==> src/rtl/mem_port_arbiter_if.sv <==
// Bundle of the two requester ports and the memory read/write ports served by mem_port_arbiter.
// slave is the arbiter's view; master is the requesters-plus-memory view.
interface mem_port_arbiter_if;
    logic        c_req;
    logic        c_we;
    logic [14:0] c_addr;
    logic [15:0] c_wdata;
    logic        c_gnt;
    logic        c_rvalid;
    logic [15:0] c_rdata;

    logic        d_req;
    logic        d_we;
    logic [14:0] d_addr;
    logic [15:0] d_wdata;
    logic        d_gnt;
    logic        d_rvalid;
    logic [15:0] d_rdata;

    logic [14:0] m_raddr;
    logic [15:0] m_rdata;
    logic        m_wen;
    logic [14:0] m_waddr;
    logic [15:0] m_wdata;

    modport slave (
        input  c_req, c_we, c_addr, c_wdata,
        output c_gnt, c_rvalid, c_rdata,
        input  d_req, d_we, d_addr, d_wdata,
        output d_gnt, d_rvalid, d_rdata,
        output m_raddr, m_wen, m_waddr, m_wdata,
        input  m_rdata
    );

    modport master (
        output c_req, c_we, c_addr, c_wdata,
        input  c_gnt, c_rvalid, c_rdata,
        output d_req, d_we, d_addr, d_wdata,
        input  d_gnt, d_rvalid, d_rdata,
        input  m_raddr, m_wen, m_waddr, m_wdata,
        output m_rdata
    );
endinterface

==> src/rtl/mem_port_arbiter.sv <==
// Two-requester arbiter onto one memory read port and one write port, CPU-first with
// a starvation escape for the secondary requester and an owner-tagged read-return pipeline.
module mem_port_arbiter #(
    parameter int RD_LAT   = 2,
    parameter int MAX_WAIT = 4
) (
    input  logic                clk,
    input  logic                reset,
    mem_port_arbiter_if.slave   bus
);

    logic [3:0]        wait_cnt;
    logic              d_prio;
    logic              c_win;
    logic              d_win;
    logic              granted;
    logic              sel_we;
    logic [14:0]       sel_addr;
    logic [15:0]       sel_wdata;
    logic              rd_issue;
    logic [RD_LAT-1:0] pipe_valid;
    logic [RD_LAT-1:0] pipe_owner;

    // Grants are suppressed while reset is held so nothing is issued into a clearing pipeline.
    always_comb begin
        d_prio    = bus.d_req && (wait_cnt == 4'(MAX_WAIT));
        d_win     = !reset && bus.d_req && (d_prio || !bus.c_req);
        c_win     = !reset && bus.c_req && !d_win;
        granted   = c_win || d_win;
        sel_we    = d_win ? bus.d_we    : bus.c_we;
        sel_addr  = d_win ? bus.d_addr  : bus.c_addr;
        sel_wdata = d_win ? bus.d_wdata : bus.c_wdata;
        rd_issue  = granted && !sel_we;
    end

    assign bus.c_gnt   = c_win;
    assign bus.d_gnt   = d_win;
    assign bus.m_wen   = granted && sel_we;
    assign bus.m_raddr = rd_issue ? sel_addr : 15'd0;
    assign bus.m_waddr = (granted && sel_we) ? sel_addr  : 15'd0;
    assign bus.m_wdata = (granted && sel_we) ? sel_wdata : 16'd0;

    always_ff @(posedge clk or posedge reset) begin
        if (reset) begin
            wait_cnt <= 4'd0;
        end else if (bus.d_req && !d_win) begin
            if (wait_cnt != 4'(MAX_WAIT))
                wait_cnt <= wait_cnt + 4'd1;
        end else begin
            wait_cnt <= 4'd0;
        end
    end

    // Owner bit is 1 for the secondary requester; the tag travels with the read so returns need no lookup.
    always_ff @(posedge clk or posedge reset) begin
        if (reset) begin
            pipe_valid <= '0;
            pipe_owner <= '0;
        end else begin
            pipe_valid[0] <= rd_issue;
            pipe_owner[0] <= d_win;
            for (int i = 1; i < RD_LAT; i++) begin
                pipe_valid[i] <= pipe_valid[i-1];
                pipe_owner[i] <= pipe_owner[i-1];
            end
        end
    end

    assign bus.c_rvalid = pipe_valid[RD_LAT-1] && !pipe_owner[RD_LAT-1];
    assign bus.d_rvalid = pipe_valid[RD_LAT-1] &&  pipe_owner[RD_LAT-1];
    assign bus.c_rdata  = bus.m_rdata;
    assign bus.d_rdata  = bus.m_rdata;

endmodule

==> src/flat_wrapper.sv <==
// flat-port wrapper written by rule: the top's interface ports become plain ports
module mem_port_arbiter_flat 
#(
    parameter int RD_LAT   = 2,
    parameter int MAX_WAIT = 4
)
  (clk, reset, bus_c_req, bus_c_we, bus_c_addr, bus_c_wdata, bus_c_gnt, bus_c_rvalid, bus_c_rdata, bus_d_req, bus_d_we, bus_d_addr, bus_d_wdata, bus_d_gnt, bus_d_rvalid, bus_d_rdata, bus_m_raddr, bus_m_wen, bus_m_waddr, bus_m_wdata, bus_m_rdata);
  mem_port_arbiter_if bus_i ();
  input  logic clk;
  input  logic reset;
  input wire logic [$bits(bus_i.c_req)-1:0] bus_c_req;
  input wire logic [$bits(bus_i.c_we)-1:0] bus_c_we;
  input wire logic [$bits(bus_i.c_addr)-1:0] bus_c_addr;
  input wire logic [$bits(bus_i.c_wdata)-1:0] bus_c_wdata;
  output wire logic [$bits(bus_i.c_gnt)-1:0] bus_c_gnt;
  output wire logic [$bits(bus_i.c_rvalid)-1:0] bus_c_rvalid;
  output wire logic [$bits(bus_i.c_rdata)-1:0] bus_c_rdata;
  input wire logic [$bits(bus_i.d_req)-1:0] bus_d_req;
  input wire logic [$bits(bus_i.d_we)-1:0] bus_d_we;
  input wire logic [$bits(bus_i.d_addr)-1:0] bus_d_addr;
  input wire logic [$bits(bus_i.d_wdata)-1:0] bus_d_wdata;
  output wire logic [$bits(bus_i.d_gnt)-1:0] bus_d_gnt;
  output wire logic [$bits(bus_i.d_rvalid)-1:0] bus_d_rvalid;
  output wire logic [$bits(bus_i.d_rdata)-1:0] bus_d_rdata;
  output wire logic [$bits(bus_i.m_raddr)-1:0] bus_m_raddr;
  output wire logic [$bits(bus_i.m_wen)-1:0] bus_m_wen;
  output wire logic [$bits(bus_i.m_waddr)-1:0] bus_m_waddr;
  output wire logic [$bits(bus_i.m_wdata)-1:0] bus_m_wdata;
  input wire logic [$bits(bus_i.m_rdata)-1:0] bus_m_rdata;
  assign bus_i.c_req = bus_c_req;
  assign bus_i.c_we = bus_c_we;
  assign bus_i.c_addr = bus_c_addr;
  assign bus_i.c_wdata = bus_c_wdata;
  assign bus_c_gnt = bus_i.c_gnt;
  assign bus_c_rvalid = bus_i.c_rvalid;
  assign bus_c_rdata = bus_i.c_rdata;
  assign bus_i.d_req = bus_d_req;
  assign bus_i.d_we = bus_d_we;
  assign bus_i.d_addr = bus_d_addr;
  assign bus_i.d_wdata = bus_d_wdata;
  assign bus_d_gnt = bus_i.d_gnt;
  assign bus_d_rvalid = bus_i.d_rvalid;
  assign bus_d_rdata = bus_i.d_rdata;
  assign bus_m_raddr = bus_i.m_raddr;
  assign bus_m_wen = bus_i.m_wen;
  assign bus_m_waddr = bus_i.m_waddr;
  assign bus_m_wdata = bus_i.m_wdata;
  assign bus_i.m_rdata = bus_m_rdata;
  mem_port_arbiter #(.RD_LAT(RD_LAT), .MAX_WAIT(MAX_WAIT)) u_core (.clk(clk), .reset(reset), .bus(bus_i));
endmodule
==> config.mk <==
export PLATFORM = sky130hd
export DESIGN_NAME = mem_port_arbiter_flat
export DESIGN_NICKNAME = d
export VERILOG_FILES = /design/src/rtl/mem_port_arbiter_if.sv /design/src/rtl/mem_port_arbiter.sv /design/src/flat_wrapper.sv
export SDC_FILE = /design/constraint.sdc
export NUM_CORES = 1
export LEC_CHECK = 0
export CAP_MARGIN = 20
export CORE_ASPECT_RATIO = 1.75
export CORE_MARGIN = 2
export CORE_UTILIZATION = 25
export DETAILED_ROUTE_END_ITERATION = 6
export PLACE_DENSITY = 0.81
export SLEW_MARGIN = 20
export SYNTH_ARGS = -nofsm -noshare
export SYNTH_HDL_FRONTEND = slang
export SYNTH_SLANG_ARGS = --single-unit
export TNS_END_PERCENT = 30
==> constraint.sdc <==
create_clock -name clk -period 2.58 [get_ports clk]
set_clock_uncertainty 0.1 [all_clocks]
set_input_delay 0.516 -clock clk [delete_from_list [all_inputs] [get_ports clk]]
set_output_delay 0.516 -clock clk [all_outputs]
set_load 0.01 [all_outputs]
* After elaboration in Yosys (flattened, before gate mapping)
Cells that the tools add are included.
** Word-level totals
- Input bits :: 84
- Word-level logic and storage cells :: 32
- Bits in registers :: 8
** Cells by class
- Reduce and logical (&&, ||, !) cells :: 17
- Equality and inequality tests :: 3
- Muxes and demuxes :: 8
- Add/subtract/negate cells :: 1
** Operators with widths (count)
- $mux W15 :: 3
- $mux W16 :: 2
- $logic_and A1 B1 Y1 :: 10
- $mux W4 :: 2
- $logic_not A1 Y1 :: 5
- $add A4 B1 Y4 const B :: 1
- $eq A4 B3 Y1 const B :: 1
- $ne A4 B3 Y1 const B :: 1
- $logic_or A1 B1 Y1 :: 2
- $ne A2 B2 Y1 const B :: 1
- $mux W1 :: 1

* Longest topological paths before layout
Gate-level depths: netlist (run 1).
- Word-level depth :: 9
- Gate-level depth with buffers :: 7
- Gate-level depth less buffers :: 5

* Least setup slack after synthesis (run 1)
OpenSTA, ideal clock, no wires.
- Path type :: register to output
- Start :: reg u_core.wait_cnt[0]
- End :: out bus_m_raddr[10]
- Slack :: 306 ps
- Stages on the path, launching flop included :: 8
- Arrival :: 1658 ps
- Buffers on the path :: 2
- Path through :: dfrtp_1 > inv_1 > ha_1 > and3b_1 > buf_6 > a211oi_4 > buf_6 > a22o_1
** Between the ends
- Cells in the longest elaborated chain, start to end :: 9
** Ends and longest elaborated chain
- from (decl) :: RTL line mem_port_arbiter.sv:12 : logic [3:0] wait_cnt;
- from (signal assigned) :: RTL line mem_port_arbiter.sv:48 : wait_cnt <= wait_cnt + 4'd1;
- $eq A4 B3 Y1 (*) :: RTL line mem_port_arbiter.sv:26 : d_prio = bus.d_req && (wait_cnt == 4'(MAX_WAIT));
- $logic_and A1 B1 Y1 (*) :: RTL line mem_port_arbiter.sv:26
- $logic_or A1 B1 Y1 (*) :: RTL line mem_port_arbiter.sv:27 : d_win = !reset && bus.d_req && (d_prio || !bus.c_req);
- $logic_and A1 B1 Y1 (*) :: RTL line mem_port_arbiter.sv:27
- $logic_not A1 Y1 :: RTL line mem_port_arbiter.sv:28 : c_win = !reset && bus.c_req && !d_win;
- $logic_and A1 B1 Y1 :: RTL line mem_port_arbiter.sv:28
- $logic_or A1 B1 Y1 :: RTL line mem_port_arbiter.sv:29 : granted = c_win || d_win;
- $logic_and A1 B1 Y1 :: RTL line mem_port_arbiter.sv:33 : rd_issue = granted && !sel_we;
- $mux W15 (*) :: RTL line mem_port_arbiter.sv:39 : assign bus.m_raddr = rd_issue ? sel_addr : 15'd0;
- to (decl) :: RTL line flat_wrapper.sv:25 : output wire logic [$bits(bus_i.m_raddr)-1:0] bus_m_raddr;
Mark *: on every way between the ends. The rest lies on a longest branch, timed or not.

* Worst setup path in the final report (run 1)
- Start :: reg u_core.wait_cnt[0]
- End :: out bus_m_waddr[3]
** Between the ends
- Cells in the longest elaborated chain, start to end :: 9
** Ends and longest elaborated chain
- $eq A4 B3 Y1 (*) :: RTL line mem_port_arbiter.sv:26
- $logic_and A1 B1 Y1 (*) :: RTL line mem_port_arbiter.sv:26
- $logic_or A1 B1 Y1 (*) :: RTL line mem_port_arbiter.sv:27
- $logic_and A1 B1 Y1 (*) :: RTL line mem_port_arbiter.sv:27
- $logic_not A1 Y1 :: RTL line mem_port_arbiter.sv:28
- $logic_and A1 B1 Y1 :: RTL line mem_port_arbiter.sv:28
- $logic_or A1 B1 Y1 :: RTL line mem_port_arbiter.sv:29
- $logic_and A1 B1 Y1 :: RTL line mem_port_arbiter.sv:40 : assign bus.m_waddr = (granted && sel_we) ? sel_addr : 15'd0;
- $mux W15 (*) :: RTL line mem_port_arbiter.sv:40
- to (decl) :: RTL line flat_wrapper.sv:27 : output wire logic [$bits(bus_i.m_waddr)-1:0] bus_m_waddr;
Marks and branches as above.

==> metrics.txt, run 1 <==
Crit Reg-Reg Endpoint=u_core.wait_cnt[2]; Post-Synth Adder-Cell Area=1.99%; critical path depth=9; highest metal used=met4; diodes inserted=0; layout cells sized above 1=45.0%; Mapped Avg Cell Area=9.68 sq um; Syn Nets=216; CP cell instances=inv_2, ha_4, and3b_2, a211oi_4, buf_4, buf_6, buf_6, a22o_1, buf_2; maximum clock path buffer count=2; htree depth=1; DR vias/cell=5.10; Routed WL=5790 um; Final Cycle Share=99.5%; Synth Cell Area=0.00126 sq mm; clk_lat worst skew=0.23 ns; post-synth cell types=25; Slew @ Worst Pin=0.303 ns; Initial Utilization=25.7%; nets=348; CTS root buffer=clkbuf_8; die height=97.9 um; main combinational cell family by area after synthesis=compound AO/OA/AOI/OAI gates; WP data required=1.96 ns; Final Hold Viols=0; Worst Path Buf+Inv=5; CP top delay family=buffers and inverters; Post-Place Cells=282; CTS tree=built; most frequent CP cell=buf_6; TritonRoute pass-1 iters=5; met1 WL=1980 um; Worst Reg-to-Reg Cells=9; met2 wire len=2960 um; HPWL after DPL=4040 um; # DRC=0; max_cap viols=0; number of global-route vias before repair=1680; unrepaired setup endpoints after global routing=yes; Max IR drop VDD=0.000231 V; critical path capture point type=output port; reg-to-reg slack, setup=0.76 ns; FMAX=390 MHz; post-synthesis xor/xnor area fraction=0.696%; leakage power total=1.26 nW; clock slew seen by the registers of the worst setup and hold paths=0.04 ns; IO Pins=167; crit-path max cell delay=0.36 ns; share of the synthesized area in the top cell type=32.0%; Slew HR=79.8%; Arr. time, crit path=1.95 ns; GPL Wtd Cong=0.841; die area=0.00564 sq mm; Synth Area in Simple Gates=8.35%; Post-Layout Cell Count=314; Final Critical Period=2.57 ns; core box area=0.00489 sq mm; critical path class=reg -> out; Critical-path top delay cell=dfrtp_1; Slew Limit Fails=0; antenna viol nets, final=0; TritonCTS buffer count=3; worst min path class=reg -> reg; # setup viols final=0; post-synthesis mux area share=0.895%; via count=1601; Routed WL per cell=18.4 um; Ys Warns=0; Setup crit start=u_core.wait_cnt[0]; post-synthesis register bit count=8; Reg-to-Reg Start=u_core.wait_cnt[0]; FP Rows=34; Synth area leaders=a22o_1 (32%), buf_4 (19%), dfrtp_1 (16%), buf_6 (8.1%), a211oi_4 (6.4%); largest net degree at the start of global routing=17; sequential share of the synthesized area=15.9%; cts hold-fix bufs=0; Power Dens Cells=251 mW/mm^2; Syn Inst Count=130; met3 wire len=577 um; GRT Overall Usage=19.6%; Port Buffers=118; global-route wire length before repair=8560 um; status=completed; cell area after layout=0.00248 sq mm; initial antenna violation count=0; CP startpoint kind=flip-flop; CTS sink count=8; CP Capture Point=bus_m_waddr[3]; post-synthesis compound-gate area fraction=43.1%; Critical Path Fanout Max=6; Iteration-0 DRC Markers=64; area grow syn2layout=97.4%; Overflow after GRT=0; placed cell area=0.00236 sq mm; Yosys top cell by area=a22o_1; DIE WIDTH=57.6 um
## worst min path at each step
stage,start,end,cells after the start
3_5_place_dp,u_core.pipe_valid[0],u_core.pipe_valid[1],0
2_1_floorplan,u_core.pipe_owner[0],u_core.pipe_owner[1],0
5_1_grt,u_core.pipe_owner[0],u_core.pipe_owner[1],0
6_report,u_core.pipe_owner[0],u_core.pipe_owner[1],0
4_1_cts,u_core.pipe_valid[0],u_core.pipe_valid[1],0
3_3_place_gp,u_core.pipe_valid[0],u_core.pipe_valid[1],0
## flip-flops by register name (all words and copies together) (netlist names)
signal             count
u_core.wait_cnt        4
u_core.pipe_owner      2
u_core.pipe_valid      2
## cells in the mapped netlist
| library cell | count |
|---|---|
| a21oi_1 | 1 |
| a21boi_2 | 1 |
| nand2b_4 | 1 |
| nor2b_1 | 1 |
| or2_1 | 2 |
| a22o_1 | 46 |
| nand3_1 | 3 |
| nor2_1 | 2 |
| ha_1 | 2 |
| nand2b_2 | 1 |
| buf_4 | 32 |
| and2_1 | 2 |
| o221a_1 | 1 |
| o211a_1 | 1 |
| dfrtp_1 | 8 |
| and3b_1 | 1 |
| nand3b_4 | 1 |
| mux2_2 | 1 |
| buf_2 | 1 |
| buf_6 | 9 |
| a21boi_1 | 1 |
| o211ai_1 | 2 |
| inv_1 | 5 |
| xor2_1 | 1 |
| a211oi_4 | 4 |
## repair_timing
action	CTS	global route
cloned	4	1
endpoints found under the setup margin	49	48
setup buffers	21	6
resized for setup	199	25
pin swaps	12	7
## cells by family after synthesis
| group | Yosys count |
|---|---|
| DFF | 8 |
| adders and majority gates | 2 |
| buffers and inverters | 47 |
| xor gates and xnor gates | 1 |
| AOI/OAI and AO/OA | 57 |
| and+or+nand+nor | 14 |
| muxes | 1 |
## layer usage
layer / GRT usage (%) / vias to the layer above
li1: - / 729
met1: 20.3 / 730
met2: 35.1 / 105
met3: 5.30 / 37
met4: 9.84 / 0
met5: 0 / -
## cells in the final DEF, fill, tap and decap left out, types with 2 or more instances in the layout
cell type / instances
clkdlybuf4s50_1: 65
a22o_1: 46
buf_2: 43
buf_4: 33
buf_6: 16
dfrtp_1: 8
inv_2: 4
a211oi_4: 4
dlygate4sd2_1: 4
nand3_1: 3
clkbuf_8: 3
o211ai_1: 2
and2_1: 2
nand2b_4: 2
or2_1: 2
dlymetal6s2s_1: 2
clkbuf_2: 2
buf_12: 2
## power by group
| part | internal, W | switching (W) |
|---|---|---|
| Clock | 0.000101 | 0.0000477 |
| Combinational | 0.000210 | 0.000129 |
| Sequential | 0.000133 | 0.00000320 |
| Total | 0.000444 | 0.000180 |
## worst register-to-register path: stages (launching register included)
cell and delay (ns):
dfrtp_1 0.39, inv_2 0.08, ha_4 0.13, buf_6 0.10, nand3b_4 0.09, buf_4 0.15
buf_4 0.13, and2_1 0.17, buf_4 0.14, o221a_1 0.23
## layout make-up
class	instances	area [sq um]
sequential	8	200
timing repair buffer	169	1440
clock buffer	3	41.3
fill	457	2410
tap	54	67.6
multi-input combinational	75	714
inverter	5	18.8
## through the flow
stage / hold WS [ns] / setup slack (ns) / setup TNS, ns / utilization (%) / total power (W)
global route: 0.259 / -0.0733 / -0.539 / 50.8 / 0.000656
global placement: 0.237 / -0.432 / -18.46 / 48.3 / 0.000459
CTS: 0.255 / -0.111 / -0.124 / 51.2 / 0.000623
finish: 0.250 / 0.0128 / 0 / 50.8 / 0.000624
detailed placement: 0.247 / -0.472 / -20.53 / 48.3 / 0.000461
floorplan: 0.231 / 0.306 / 0 / - / 0.000293
Note: power is estimated with default switching activity, not from simulation.
==> run 2, diff against run 1 <==
--- a/config.mk
+++ b/config.mk
@@ -5,10 +5,13 @@
 export SDC_FILE = /design/constraint.sdc
 export NUM_CORES = 1
 export LEC_CHECK = 0
+export ABC_CLOCK_PERIOD_IN_PS = 2580
 export CAP_MARGIN = 20
 export CORE_ASPECT_RATIO = 1.75
 export CORE_MARGIN = 2
 export CORE_UTILIZATION = 25
+export CTS_BUF_LIST = sky130_fd_sc_hd__clkbuf_8 sky130_fd_sc_hd__clkbuf_16
+export CTS_CLUSTER_DIAMETER = 30
 export DETAILED_ROUTE_END_ITERATION = 6
 export PLACE_DENSITY = 0.81
 export SLEW_MARGIN = 20
==> results of run 2 <==
The final DEF is identical to that of run 1; final timing and power are the same.
==> run 3, diff against run 2 <==
--- a/config.mk
+++ b/config.mk
@@ -14,6 +14,7 @@
 export CTS_CLUSTER_DIAMETER = 30
 export DETAILED_ROUTE_END_ITERATION = 6
 export PLACE_DENSITY = 0.81
+export SKIP_LAST_GASP = 1
 export SLEW_MARGIN = 20
 export SYNTH_ARGS = -nofsm -noshare
 export SYNTH_HDL_FRONTEND = slang
==> metrics.txt, run 3 (same netlist as run 1, synthesis figures left out) <==
status=complete, but fails checks; failing checks=setup timing; via count=1552; layout cells sized above 1=34.2%; cts hold-fix bufs=0; htree depth=1; # setup viols final=24; HPWL after DPL=4040 um; # DRC=0; max_cap viols=0; Critical Path Fanout Max=12; Iteration-0 DRC Markers=84; clk_lat worst skew=0.23 ns; CTS tree=built; antenna viol nets, final=0; Layout fillers=457; Initial Utilization=25.7%; Final Critical Period=2.66 ns; WP data required=1.96 ns; diodes inserted=0; nets=345; setup TNS=-1.00 ns; FMAX=376 MHz; largest registers=u_core.wait_cnt: 4 flops, u_core.pipe_owner: 2 flops, u_core.pipe_valid: 2 flops; reg-to-reg slack, setup=0.78 ns; GRT Overall Usage=19.3%; TritonRoute pass-1 iters=4; CTS root buffer=clkbuf_8; FP Rows=34; most common cell after layout, fill and taps aside=clkdlybuf4s50_1; DIE WIDTH=57.6 um; Port Buffers=118; Post-Place Cells=282; die area=0.00564 sq mm; GPL Wtd Cong=0.841; most frequent cells in the layout=clkdlybuf4s50_1 (65), a22o_1 (46), buf_4 (34); Slew Limit Fails=0; largest net degree at the start of global routing=17; Power Dens Cells=245 mW/mm^2; CP cell instances=inv_2, ha_4, and3b_2, a211oi_4, buf_4, buf_12, a22o_1, dlygate4sd2_1; clock slew seen by the registers of the worst setup and hold paths=0.04 ns; unrepaired setup endpoints after global routing=yes; critical path capture point type=output port; Final Hold Viols=0; Routed WL per cell=17.9 um; post-route setup slack=-0.0819 ns; worst min path class=reg -> reg; placed cell area=0.00236 sq mm; Final Cycle Share=103%; area grow syn2layout=103%; crit-path max cell delay=0.36 ns; global-route wire length before repair=8400 um; Critical-path top delay cell=dfrtp_1; critical path class=reg -> out; DR vias/cell=4.99; IO Pins=167; Arr. time, crit path=2.05 ns; Reg with most FFs=u_core.wait_cnt; core box area=0.00489 sq mm; die height=97.9 um; Post-Layout Cell Count=311; TritonCTS buffer count=3; number of global-route vias before repair=1658; Slew HR=79.8%; cell area after layout=0.00255 sq mm; CP startpoint kind=flip-flop; CTS sink count=8; Overflow after GRT=0; leakage power total=1.32 nW; Routed WL=5560 um; initial antenna violation count=0; maximum clock path buffer count=2; Max IR drop VDD=0.000243 V; max reg flops=4; Slew @ Worst Pin=0.303 ns
==> run 3: cell types whose count changed in the layout (fill, tap and decap cells not counted), sizes merged <==
cell,delta
buf,-30
clkbuf,+3
dlygate4sd2,+23
dlymetal6s2s,+1
==> run 3: path summary, 6_finish.rpt <==
check | end | depth (start not counted) | from
min | u_core.pipe_owner[1] | 0 | u_core.pipe_owner[0]
max in group asynchronous | u_core.pipe_owner[1] | 3 | reset
min in group asynchronous | u_core.wait_cnt[3] | 3 | reset
min reg2reg | u_core.pipe_owner[1] | 0 | u_core.pipe_owner[0]
max | bus_m_waddr[7] | 8 | u_core.wait_cnt[0]
max reg2reg | u_core.wait_cnt[2] | 9 | u_core.wait_cnt[0]
==> run 3: where the power goes <==
group / total, W / internal, W / leakage [nW] / switching (W)
Sequential: 0.000136 / 0.000133 / 0.107 / 0.00000314
Combinational: 0.000339 / 0.000212 / 1.19 / 0.000127
Clock: 0.000149 / 0.000101 / 0.0216 / 0.0000482
Total: 0.000624 / 0.000446 / 1.32 / 0.000178
==> run 3: metal layers <==
layer,wire length [um],share of wire [%],global-route usage (%)
met1,1970,35,19.8
met2,2830,51,34.2
met3,518,9.3,5.17
met4,241,4.3,10.2
met5,0,0,0
==> run 3: stage by stage <==
stage	setup slack, ns	util [%]	hold WS [ns]	total power, W
3_5_place_dp	-0.472	48.3	0.247	0.000461
3_3_place_gp	-0.432	48.3	0.237	0.000459
5_1_grt	-0.177	52.1	0.259	0.000656
6_report	-0.0819	52.1	0.250	0.000624
2_1_floorplan	0.306	-	0.231	0.000293
4_1_cts	-0.138	52.5	0.255	0.000624
==> run 3: critical path, delay by kind of cell, from the launching register on <==
kind                     cells  cell delay (ns)
buffers and inverters        4             0.63
AO/OA/AOI/OAI                2             0.42
flip-flops                   1             0.36
AND/OR/NAND/NOR              1             0.24
adder cells (fa/ha/maj)      1             0.16
==> run 3: cell type report <==
cell class                 instances  area (sq um)  area share (%)
multi-input combinational         75           712            27.9
inverter                           5          18.8           0.736
sequential                         8           200            7.85
tap                               54          67.6            2.65
clock buffer                       3          41.3            1.62
timing repair buffer             166          1510            59.2
==> run 3: repair_timing <==
item | CTS | global route
setup buffers | 21 | 3
gates resized for setup | 106 | 34
setup endpoints to repair | 49 | 49
pin swaps | 7 | 5
cloned | 4 | 0
